$ cat src/rtl/fetch_unit.sv
// Instruction fetch unit: credit-limited request issue, in-order response tracking,
// an instruction queue toward decode, and redirect flushing of in-flight fetches.
module fetch_unit #(
    parameter int QUEUE_DEPTH = 2,
    parameter int ADDR_W      = 32
) (
    input  logic              clk,
    input  logic              rst,
    input  logic [ADDR_W-1:0] pc_value,
    output logic [ADDR_W-1:0] next_pc_in,
    output logic              imem_req_valid,
    output logic [ADDR_W-1:0] imem_req_addr,
    input  logic              imem_req_ready,
    input  logic              imem_rsp_valid,
    input  logic [31:0]       imem_rsp_data,
    input  logic              redirect_valid,
    input  logic [ADDR_W-1:0] redirect_pc,
    output logic              if_valid,
    output logic [31:0]       if_instr,
    output logic [ADDR_W-1:0] if_pc,
    input  logic              if_ready,
    output logic              err_spurious
);

    localparam int PTR_W = (QUEUE_DEPTH > 1) ? $clog2(QUEUE_DEPTH) : 1;
    localparam int CNT_W = $clog2(QUEUE_DEPTH) + 1;
    localparam logic [CNT_W:0]   DEPTH_C  = (CNT_W + 1)'(QUEUE_DEPTH);
    localparam logic [CNT_W-1:0] FULL_C   = CNT_W'(QUEUE_DEPTH);
    localparam logic [PTR_W-1:0] LAST_PTR = PTR_W'(QUEUE_DEPTH - 1);

    function automatic logic [PTR_W-1:0] ptr_inc(input logic [PTR_W-1:0] p);
        return (p == LAST_PTR) ? '0 : p + 1'b1;
    endfunction

    logic [CNT_W-1:0]  outstanding;
    logic [CNT_W-1:0]  drop_cnt;
    logic [CNT_W-1:0]  occupancy;
    logic [PTR_W-1:0]  q_head;
    logic [PTR_W-1:0]  q_tail;
    logic [PTR_W-1:0]  f_head;
    logic [PTR_W-1:0]  f_tail;
    logic [31:0]       q_instr [QUEUE_DEPTH];
    logic [ADDR_W-1:0] q_pc    [QUEUE_DEPTH];
    logic [ADDR_W-1:0] f_pc    [QUEUE_DEPTH];

    logic credit;
    logic issue;
    logic rsp_take;
    logic rsp_drop;
    logic q_push;
    logic q_pop;

    // Credit uses registered counts only, so a pop never frees a slot in the same cycle.
    assign credit         = ({1'b0, outstanding} + {1'b0, occupancy}) < DEPTH_C;
    assign imem_req_valid = credit & ~redirect_valid & ~rst;
    assign imem_req_addr  = {pc_value[ADDR_W-1:2], 2'b00};
    assign issue          = imem_req_valid & imem_req_ready;

    assign rsp_take = imem_rsp_valid & (outstanding != '0);
    assign rsp_drop = rsp_take & ((drop_cnt != '0) | redirect_valid);
    assign q_push   = rsp_take & ~rsp_drop;

    assign if_valid = (occupancy != '0);
    assign if_instr = q_instr[q_head];
    assign if_pc    = q_pc[q_head];
    assign q_pop    = if_valid & if_ready & ~redirect_valid;

    always_comb begin
        next_pc_in = pc_value;
        if (rst) begin
            next_pc_in = '0;
        end else if (redirect_valid) begin
            next_pc_in = redirect_pc;
        end else if (issue) begin
            next_pc_in = pc_value + ADDR_W'(4);
        end
    end

    always_ff @(posedge clk or posedge rst) begin
        if (rst) begin
            outstanding  <= '0;
            drop_cnt     <= '0;
            occupancy    <= '0;
            q_head       <= '0;
            q_tail       <= '0;
            f_head       <= '0;
            f_tail       <= '0;
            err_spurious <= 1'b0;
        end else begin
            outstanding <= outstanding + CNT_W'(issue) - CNT_W'(rsp_take);
            if (issue) begin
                f_tail <= ptr_inc(f_tail);
            end
            if (rsp_take) begin
                f_head <= ptr_inc(f_head);
            end

            // A redirect never coincides with an issue, so everything still in flight is stale.
            if (redirect_valid) begin
                drop_cnt <= outstanding - CNT_W'(rsp_take);
            end else if (rsp_take && (drop_cnt != '0)) begin
                drop_cnt <= drop_cnt - 1'b1;
            end

            if (redirect_valid) begin
                occupancy <= '0;
                q_head    <= '0;
                q_tail    <= '0;
            end else begin
                if (q_push) begin
                    q_tail <= ptr_inc(q_tail);
                end
                if (q_pop) begin
                    q_head <= ptr_inc(q_head);
                end
                case ({q_push, q_pop})
                    2'b10:   occupancy <= occupancy + 1'b1;
                    2'b01:   occupancy <= occupancy - 1'b1;
                    default: occupancy <= occupancy;
                endcase
            end

            if (imem_rsp_valid && (outstanding == '0)) begin
                err_spurious <= 1'b1;
            end
        end
    end

    // Payload storage carries no reset; validity is tracked by the counters above.
    always_ff @(posedge clk) begin
        if (issue) begin
            f_pc[f_tail] <= imem_req_addr;
        end
        if (q_push) begin
            q_pc[q_tail]    <= f_pc[f_head];
            q_instr[q_tail] <= imem_rsp_data;
        end
    end

    assert property (@(posedge clk) disable iff (rst) !(q_push && (occupancy == FULL_C)));

endmodule

$ cat config.mk
export PLATFORM = sky130hd
export DESIGN_NAME = fetch_unit
export DESIGN_NICKNAME = d
export VERILOG_FILES = /design/src/rtl/fetch_unit.sv
export SDC_FILE = /design/constraint.sdc
export NUM_CORES = 1
export LEC_CHECK = 0
export ABC_AREA = 1
export BUFFER_PORTS_ARGS = -buffer_cell sky130_fd_sc_hd__buf_2
export CORE_UTILIZATION = 53
export DETAILED_ROUTE_END_ITERATION = 7
export PLACE_DENSITY_LB_ADDON = 0.15
export SLEW_MARGIN = 20
export SYNTH_ARGS = -nofsm -noshare
export SYNTH_HDL_FRONTEND = slang
export SYNTH_SLANG_ARGS = --single-unit
$ cat constraint.sdc
create_clock -name clk -period 5.3 [get_ports clk]
set_input_delay 0.265 -clock clk [delete_from_list [all_inputs] [get_ports clk]]
set_output_delay 0.265 -clock clk [all_outputs]
set_load 0.01 [all_outputs]
=== Word level (Yosys, flattened, before mapping) ===
Memories as Yosys holds them, arrays and structs flattened.
Cells that the tools add are included.

* Memories kept: 3
* Logic and storage cells: 67
* Output and inout bits: 131
* Memory bits (writable): 188
* Input bits: 102
* Flip-flop bits (word level): 11

* Add/subtract/negate cells: 12
* Bitwise gates (word level): 12
* Magnitude comparators: 1
* Reduce and logical (&&, ||, !) cells: 10
* Muxes and demuxes: 19
* Equality and inequality tests: 2

{| class="wikitable"
|+ Memories
! name !! depth !! width !! rd ports !! clocked after memory_dff !! write ports !! RTL line !! text
|-
| q_instr || 2 || 32 || 1 || 0 || 1 || 42 || <nowiki>logic [31:0] q_instr [QUEUE_DEPTH];</nowiki>
|-
| q_pc || 2 || 32 || 1 || 0 || 1 || 43 || <nowiki>logic [ADDR_W-1:0] q_pc [QUEUE_DEPTH];</nowiki>
|-
| f_pc || 2 || 30 || 1 || 0 || 1 || 44 || <nowiki>logic [ADDR_W-1:0] f_pc [QUEUE_DEPTH];</nowiki>
|}

{| class="wikitable"
|+ Operators by type and width
! cell !! count
|-
| two-way mux 32 bit || 3
|-
| adder 32 x 3 -> 32 bit, second input constant || 1
|-
| two-way mux 1 bit || 12
|-
| nonzero test 2 bit || 6
|-
| AND 1 bit || 8
|-
| two-way mux 2 bit || 3
|-
| adder 1 bit, second input constant || 4
|-
| case mux 2 bit (2 select lines) || 1
|-
| subtractor 2 x 1 -> 2 bit || 2
|-
| subtractor 2 x 1 -> 2 bit, second input constant || 2
|-
| adder 2 x 2 -> 3 bit || 1
|-
| less-than comparator 3 x 2 -> 1 bit, second input constant || 1
|-
| inverter 1 bit || 3
|-
| nonzero test 3 bit || 1
|-
| adder 2 x 1 -> 2 bit || 1
|-
| adder 2 x 1 -> 2 bit, second input constant || 1
|-
| == test 2 x 1 -> 1 bit, second input constant || 1
|-
| == test 2 bit, second input constant || 1
|-
| logical AND 1 bit || 2
|-
| zero test 2 bit || 1
|-
| bitwise OR 1 bit || 1
|}

=== Depth between registers and ports, before layout ===
Gate-level depths: netlist of the first run.

* Depth after elaboration: 8
* Gate-level depth with buffers: 13
* Depth with buffers taken out: 13

=== Least setup slack after synthesis of the first run ===
OpenSTA, ideal clock, no wires.

* Path kind: register to register
* Start: register outstanding[1]
* End: memory q_instr[0][0] (enable)
* Slack: 1375 ps
* Buffers on the path: 0
* Period minus slack after synthesis: 3925 ps
* Cell stages (with the launch flop): 4
* Arrival: 3442 ps
* Library setup time: 483 ps
* Data required time: 4817 ps
* Cells stage by stage: dfrtp_1 -> o21a_1 -> nand3_1 -> nor2_1

* Longest elaborated chain between the ends: 7

{| class="wikitable"
|+ Ends and longest elaborated chain
! element !! RTL line !! text
|-
| start: declaration || 35 || <nowiki>logic [CNT_W-1:0] outstanding;</nowiki>
|-
| start signal: assignment || 90 || <nowiki>outstanding <= outstanding + CNT_W'(issue) - CNT_W'(rsp_take);</nowiki>
|-
| nonzero test 2 bit * || 59 || <nowiki>assign rsp_take = imem_rsp_valid & (outstanding != '0);</nowiki>
|-
| AND 1 bit * || 59 ||
|-
| via rsp_take || 48 || <nowiki>logic rsp_take;</nowiki>
|-
| AND 1 bit || 60 || <nowiki>assign rsp_drop = rsp_take & ((drop_cnt != '0) | redirect_valid);</nowiki>
|-
| inverter 1 bit || 61 || <nowiki>assign q_push = rsp_take & ~rsp_drop;</nowiki>
|-
| AND 1 bit * || 61 ||
|-
| two-way mux 1 bit * || 134 || <nowiki>if (q_push) begin</nowiki>
|-
| two-way mux 1 bit (implied by the code) * || 136 || <nowiki>q_instr[q_tail] <= imem_rsp_data;</nowiki>
|-
| end: declaration || 42 ||
|}

The timed path passes the listed nets; every way through them passes the cells marked *.

=== Worst setup path after layout of the first run ===
* Start: register outstanding[0]
* End: output next_pc_in[31]

* Longest elaborated chain between the ends: 8

{| class="wikitable"
|+ Ends and longest elaborated chain
! element !! RTL line !! text
|-
| adder 2 x 2 -> 3 bit || 54 || <nowiki>assign credit = ({1'b0, outstanding} + {1'b0, occupancy}) < DEPTH_C;</nowiki>
|-
| less-than comparator 3 x 2 -> 1 bit || 54 ||
|-
| AND 1 bit (2 in series) || 55 || <nowiki>assign imem_req_valid = credit & ~redirect_valid & ~rst;</nowiki>
|-
| AND 1 bit || 57 || <nowiki>assign issue = imem_req_valid & imem_req_ready;</nowiki>
|-
| two-way mux 32 bit || 74 || <nowiki>end else if (issue) begin</nowiki>
|-
| two-way mux 32 bit || 72 || <nowiki>end else if (redirect_valid) begin</nowiki>
|-
| two-way mux 32 bit || 70 || <nowiki>if (rst) begin</nowiki>
|-
| end: declaration || 10 || <nowiki>output logic [ADDR_W-1:0] next_pc_in,</nowiki>
|}

No other way between the ends.

==> results of run 1 <==
-- stage by stage --
step                      cell area [µm²]  hold WS [ns]  util, %  power, µW
after floorplan                      9040         0.364        -       2670
after global placement              10100         0.454     61.2       3040
after detailed placement            10100         0.455     61.2       3070
after CTS                           10700       0.00595     64.5       4240
after global routing                10700       0.00536     64.5       4430
final                               10700        0.0252     64.5       4200
-- where the power goes --
group          total, µW  internal [µW]  switching [µW]
registers           1950           1900            51.8
logic               1070            350             724
clock network       1180            616             564
-- cell type report --
type	count	share of cell area, %
Clock buffer	18	4.01
Clock inverter	14	1.11
Inverter	77	2.70
Multi-Input combinational cell	586	24.1
Sequential cell	195	54.3
Tap cell	220	2.57
Timing Repair Buffer	236	11.2
-- kinds of logic (layout without fill, tap and decap cells) --
group / after synthesis / after routing / share of synthesized area (%)
AO/OA/AOI/OAI: 37 / 37 / 2.30
XOR/XNOR: 8 / 8 / 0.776
adder cells (fa/ha/maj): 6 / 6 / 0.915
buffers and inverters: 143 / 345 / 7.57
flip-flops: 195 / 195 / 64.2
other: 1 / 4 / 0.0415
AND/OR/NAND/NOR: 531 / 531 / 24.2
-- routing by layer --
metal	vias to the layer above	global-route usage (%)	wire length (µm)
li1	3338	-	-
met1	2910	30.3	8600
met2	238	36.6	9340
met3	11	4.87	1140
met4	0	6.19	142
met5	-	0	0
-- worst min-delay path by stage --
stage                                     to  depth (start not counted)
floorplan               f_pc[0][0]$_DFFE_PP_                          0
global placement    err_spurious$_DFFE_PP0P_                          1
detailed placement  err_spurious$_DFFE_PP0P_                          1
CTS                 q_instr[1][14]$_DFFE_PP_                          1
global route        q_instr[0][16]$_DFFE_PP_                          1
finish              q_instr[1][12]$_DFFE_PP_                          1
-- Yosys cell counts, types with 4 or more instances --
cell type,instances,area [µm²]
o211ai_1,6,45.0
dfrtp_1,11,275
xnor2_1,4,35.0
nor2_4,4,45.0
ha_1,5,62.6
nand4_1,15,93.8
nand2_1,374,1400
nand3_1,36,180
nor2_2,5,31.3
inv_1,73,274
clkbuf_1,25,93.8
nor2_1,82,308
xor2_1,4,35.0
nand3b_1,5,37.5
o21ai_0,20,100
buf_4,34,255
edfxtp_1,184,5530
a21oi_1,5,25.0
or2_0,4,25.0
-- critical path, delay by kind of cell (launching register included) --
family,cells,cell delay (ns)
fa+ha+maj,1,0.44
simple gates,10,1.33
buf+inv,3,0.22
flops,1,0.43
-- state kept, by name, indices dropped and copies added (netlist names) --
| register | count |
|---|---|
| q_tail | 1 |
| q_head | 1 |
| f_head | 1 |
| drop_cnt | 2 |
| q_pc | 60 |
| occupancy | 2 |
| outstanding | 2 |
| f_pc | 60 |
| f_tail | 1 |
| q_instr | 64 |
| err_spurious | 1 |
-- placed cells by master (no fill, tap or decap), drive strengths merged, types with 2 or more instances in the layout --
master,netlist,routed
nand2,375,375
buf,41,236
edfxtp,184,184
nor2,91,91
inv,76,84
nand3,37,37
o21ai,23,23
clkbuf,25,18
nand4,15,15
dfrtp,11,11
o211ai,6,6
clkinv,1,6
nand3b,5,5
a21oi,5,5
ha,5,5
or2,5,5
xor2,4,4
xnor2,4,4
conb,1,4
nor3,2,2
==> results by group, run 1 <==
Place
  – Routability cong.: ~0.83
  – # port buffers: between 200 and 250
  – Placed Instances: 1,314
  – Setup WS pre-CTS: 2.56 ns
  – Post-DP HPWL: about 13,000 µm

Drt
  – Number of vias per cell: 4.83
  – Routed wire length: around 19,000 µm
  – Drt first pass iters: 4
  – Starting DRT DRC Count: between 300 and 400
  – DRC viols: 0
  – Routed len/inst: between 10 and 15 µm
  – Final ANT Viol Nets: 0
  – Via count: 6,497

Setup path
  – CP startpoint: outstanding[0]$_DFF_PP0_
  – FF-to-FF path depth: 4
  – Critical Path Max Stage Delay: 0.44 ns
  – CP max FO: 12
  – CP Class: reg2out
  – Critical-path top delay cell: fa_1
  – Critical Path Start Type: flop
  – R2r endpoint: q_instr[1][0]$_DFFE_PP_
  – Most used cell, CP: nand2_1
  – Endpoint class of the critical path: output port
  – Req. time, crit path: around 5 ns
  – Crit path cell chain: nand2_1, inv_1, fa_1, nor2_2, nand3_4, nor2_2, nand2_1, nor2_4, nand2_1, nand2_1, nand3_1, nand2_1, inv_1, buf_2
  – Crit Reg-Reg Startpoint: outstanding[1]$_DFF_PP0_
  – Worst path arrival time: 2.86 ns
  – Reg-to-reg slack, setup: approximately 2.6 ns
  – Worst setup path endpoint: next_pc_in[31]

Min path
  – Tightest Hold Check Type: in2reg
  – Worst hold start: imem_rsp_data[12]

Layout
  – ANT cells: 0
  – Fill count: about 1,400
  – Finished Layout Cells: ~1,300
  – FF/Latch Area: 5800 µm²
  – Final nets: ~1,200
  – Layout cells sized above 1: approximately 25%
  – Area Overhead vs Synth: 18.4%
  – Area of the multi-input gates: 2580 µm²

Global route
  – Global-route wire length before repair: roughly 30,000 µm
  – Pin count of the biggest net entering global routing: ~70
  – Gr usage total: 22.4%
  – GR Overflow Total: 0
  – Initial antenna violation count: 0
  – Vias in the first global route: about 6,000

STA
  – Max frequency: around 320 MHz
  – Final setup TNS: 0 ns
  – RSZ-0062 raised after global routing: no
  – Setup violators final: 0
  – Post-layout worst setup margin: approximately 2.2 ns
  – Clk_skew: approximately 0.017 ns
  – Worst-margin pin slew: about 0.99 ns
  – Max Slew Vio Count: 0
  – Final period utilization: around three fifths
  – Slew Limit Headroom: 34.0%
  – Min Clock Period, post-route: roughly 3.1 ns
  – Final Hold Vio Count: 0

Pwr
  – Pwr/cell area: between 300 and 400 nW/µm²
  – VDD IR max: around 0.00023 V
  – LEAKAGE: 0.00488 µW

Logic synthesis
  – Cells after Synth: between 900 and 1,000
  – Syn Std Cell Area: between 9000 and 10,000 µm²
  – Yosys cell types: 36
  – Seq/Total Area, Yosys: between 60% and 70%
  – Synth Flop Type: edfxtp_1
  – Asr flop ratio synth: 5.64%
  – Synth warn: 0
  – Mean Syn Cell Area: just under 10 µm²
  – EDFF count, synth: approximately 180
  – Synth Register Bits: about 200

CTS
  – Sink Count: between 150 and 200
  – CTS resizes: 0
  – CTS clk-pin slew, worst paths: around 0.07 ns
  – Post-CTS Setup Bufs: 0
  – # hold bufs at CTS: 0
  – CTS tree: yes
  – Inserted Clock Buffers: 17
  – Max clock buf depth: 2
  – H-tree levels: 4
  – Later-pin clock latency in the skew report: 0.43 ns
  – CTS root buffer: clkbuf_16

Job
  – Maxcap violations: 0

Die
  – # IOs: between 200 and 250
  – Die W: between 100 and 150 µm
  – Core Region: around 17,000 µm²
  – Rows: 47
  – Die area: ~18,000 µm²
  – Die Y: about 130 µm
  – Initial Util: a little over half

Status
  – Status: finished clean
No activity file was read; power rests on OpenSTA's default activity.
==> run 2, diff against run 1 <==
Settings changed: ABC_AREA 1 to 0, CORE_UTILIZATION 53 to 48.
Clock period 5.3 ns to 2.7 ns, I/O delays scaled along.
==> run 2 against run 1 <==
Effect of this change:
- the run now ends with negative setup slack left
- core utilization up 2.3 points
- cell count shrank 19%
- sequential power increased by 91%
- synthesized cell count shrank 39%
- sequential cell count did not move
- area after synthesis down 5.0%
- worst setup slack got worse by 2.6 ns
- worst hold slack improved by 0.0074 ns
- sequential share of layout area is 4.2 points lower
- non-clock buffer count grew 92
- register-to-register slack worse by 2.4 ns
- critical path depth down 5
- critical path type unchanged
- highest routed layer unchanged
==> results by group, run 2 <==
Logic synthesis
  – Synth Flop Type: edfxtp_1
  – Synth Register Bits: 195 (unchanged)
  – Yosys top cell area share: 64.4% (+3.2 points)
  – Synth area leader: edfxtp_1
  – Yosys cell types: 52 (+44%)
  – Synth warn: 0 (unchanged)
  – EDFF count, synth: 184 (unchanged)
  – Seq/Total Area, Yosys: 67.6% (+3.4 points)
  – Mean Syn Cell Area: 15.4 µm² (+57%)
  – Synth top area cells: edfxtp_1, mux2_2, dfrtp_1, buf_4, xnor2_1
  – Synth cell count leaders: edfxtp_1, mux2_2, nor2_1
  – Syn Std Cell Area: 8580 µm² (-5.0%)
  – Asr flop ratio synth: 5.64% (unchanged)
  – Most common cell in the netlist: edfxtp_1
  – Cells after Synth: 558 (-39%)

Setup path
  – CP Class: reg2out
  – Worst path arrival time: 2.94 ns (+0.08 ns)
  – Req. time, crit path: 2.57 ns (-2.47 ns)
  – Critical Path Start Type: flop
  – Critical Path Max Stage Delay: 0.46 ns (+0.02 ns)
  – Endpoint class of the critical path: output port
  – Crit path cell chain: and2_4, fa_1, or3_4, and4bb_2, buf_4, nand4_1, xor2_1, a211oi_1, buf_2
  – Buffers & Inverters on Critical Path: 2 (-1)
  – Critical path's top delay family: simple AND/OR/NAND/NOR gates
  – Critical-path top delay cell: fa_1
  – CP max FO: 3 (-9)

Drt
  – Routed wire length: 19,600 µm (+1.8%)
  – Via count: 5,612 (-14%)
  – Starting DRT DRC Count: 376 (+3.9%)
  – DRC viols: 0 (unchanged)
  – Routed len/inst: 18.0 µm (+26%)
  – Drt first pass iters: 5 (+1)
  – Final ANT Viol Nets: 0 (unchanged)
  – Number of vias per cell: 5.15 (+6.8%)

STA
  – Clk_skew: 0.0119 ns (-0.00550 ns)
  – Max frequency: roughly 320 MHz
  – Worst-margin pin slew: 0.559 ns (-0.430 ns)
  – Slew Limit Headroom: 62.7% (+29 points)
  – Final period utilization: 114%
  – Min Clock Period, post-route: slightly above 3 ns
  – Final Hold Vio Count: 0 (unchanged)
  – Setup violators final: 26 (+26)
  – RSZ-0062 raised after global routing: yes
  – Post-layout worst setup margin: -0.378 ns (-2.55 ns)
  – Max Slew Vio Count: 0 (unchanged)
  – Final setup TNS: -4.97 ns (-4.97 ns)

Global route
  – Pin count of the biggest net entering global routing: 33 (-52%)
  – Initial antenna violation count: 0 (unchanged)
  – Gr usage total: 21.4% (-0.97 points)
  – GR Overflow Total: 0 (unchanged)
  – Global-route wire length before repair: 29,400 µm (-2.3%)
  – Vias in the first global route: 5,712 (-4.0%)

Min path
  – Tightest Hold Check Type: in2reg

Place
  – Placed Instances: 989 (-25%)
  – Setup WS pre-CTS: -0.0355 ns (-2.59 ns)
  – Post-DP HPWL: 12,700 µm (-1.1%)
  – # port buffers: 228 (unchanged)
  – Routability cong.: 0.846 (+1.8%)

Layout
  – Final nets: 959 (-21%)
  – Biggest register: q_instr
  – Layout cells sized above 1: 54.1% (+29 points)
  – Most common cell after layout, fill and taps aside: buf_2
  – Largest register FFs: 64 (unchanged)
  – ANT cells: 0 (unchanged)
  – Fill count: 1,258 (-7.1%)
  – Area Overhead vs Synth: 35.0%
  – Largest registers: q_instr: 64 flops, f_pc: 60 flops, q_pc: 60 flops
  – Finished Layout Cells: 1,089 (-19%)
  – Commonest cells after routing, fill and taps aside: buf_2, edfxtp_1, mux2_2, dlygate4sd3_1

Pwr
  – Pwr/cell area: 703 nW/µm² (+79%)
  – Total power: 8150 µW (+94%)
  – LEAKAGE: 0.00447 µW (-8.4%)
  – VDD IR max: 0.000456 V (+95%)

CTS
  – Max clock buf depth: 2 (unchanged)
  – CTS tree: yes
  – CTS root buffer: clkbuf_16
  – Sink Count: 195 (unchanged)
  – CTS clk-pin slew, worst paths: 0.07 ns (about the same)
  – Inserted Clock Buffers: 17 (unchanged)
  – Later-pin clock latency in the skew report: 0.43 ns (about the same)
  – H-tree levels: 4 (unchanged)

Status
  – Failing checks: negative setup slack
  – Status: complete, but fails checks

Die
  – Die area: 18,400 µm² (+4.8%)
  – Initial Util: 49.4% (-5.0 points)
  – # IOs: 233 (unchanged)
  – Die Y: 136 µm (+2.4%)
  – Die W: 136 µm (+2.4%)
  – Core Region: 17,400 µm² (+4.7%)
  – Rows: 48 (+2.1%)

Job
  – Maxcap violations: 0 (unchanged)
==> run 2: cell count changes in the layout (fill, tap and decap cells not counted), moves of 11 or more <==
| cell | before | now |
|---|---|---|
| nand4_1 | 15 | 4 |
| nor2_1 | 78 | 32 |
| nand2_1 | 374 | 27 |
| buf_4 | 8 | 32 |
| nand3_1 | 36 | 4 |
| inv_1 | 73 | 5 |
| o21ai_0 | 20 | 6 |
| dlygate4sd3_1 | 0 | 57 |
| mux2_2 | 0 | 92 |
==> run 2: cell families after synthesis <==
group | share of synthesized area, %
AOI/OAI and AO/OA | 3.63
muxes | 12.7
and+or+nand+nor | 6.94
buffers and inverters | 4.75
xor gates and xnor gates | 3.37
DFF | 67.6
other | 0.0437
adders and majority gates | 0.963
==> run 2: worst paths after layout <==
| path | from | to | slack, ns | cells after the start |
|---|---|---|---|---|
| hold reg to reg | err_spurious$_DFFE_PP0P_ | err_spurious$_DFFE_PP0P_ | 0.48 | 1 |
| max in group asynchronous | rst | q_head$_DFFE_PP0P_ | 1.94 | 3 |
| hold / removal | pc_value[18] | f_pc[0][16]$_DFFE_PP_ | 0.03 | 1 |
| setup reg to reg | outstanding[0]$_DFF_PP0_ | outstanding[1]$_DFF_PP0_ | 0.14 | 12 |
| min in group asynchronous | rst | err_spurious$_DFFE_PP0P_ | 0.36 | 3 |
| setup / recovery | outstanding[0]$_DFF_PP0_ | next_pc_in[22] | -0.38 | 9 |
==> run 2: layout make-up <==
cell class / count / area (µm²) / share of cell area (%)
flip-flops and latches: 195 / 5800 / 50.1
inverters: 8 / 30.0 / 0.259
repair buffers: 328 / 2080 / 18.0
clock inverters: 14 / 170 / 1.47
well taps: 225 / 282 / 2.43
clock buffers: 18 / 429 / 3.70
multi-input cells: 301 / 2790 / 24.0
==> run 2: routing by layer <==
metal / GRT usage [%] / wire, µm
met1: 26.4 / 8200
met5: 0 / 0
met3: 4.41 / 958
met4: 7.49 / 264
met2: 37.1 / 10100
==> run 2: metrics by stage <==
step	hold slack (ns)	instance area, µm²	utilization, %
2_1_floorplan	0.00707	8650	-
3_3_place_gp	0.231	9950	57.3
3_5_place_dp	0.245	9950	57.3
4_1_cts	0.0107	11300	65.0
5_1_grt	0.0218	11600	66.7
6_report	0.0325	11600	66.7
==> run 2: power by group <==
part / internal (µW) / switching, µW
Combinational: 901 / 971
Sequential: 3660 / 78.8
Clock: 1400 / 1140
Total: 5960 / 2190
==> run 2: what timing repair did <==
item                                    CTS  global route
endpoints found under the setup margin   27            30
endpoints found under the hold margin   122             0
gates resized for setup                  27            48
hold buffers                             57             0
buffers inserted                          3             8
pin swaps                                22            24
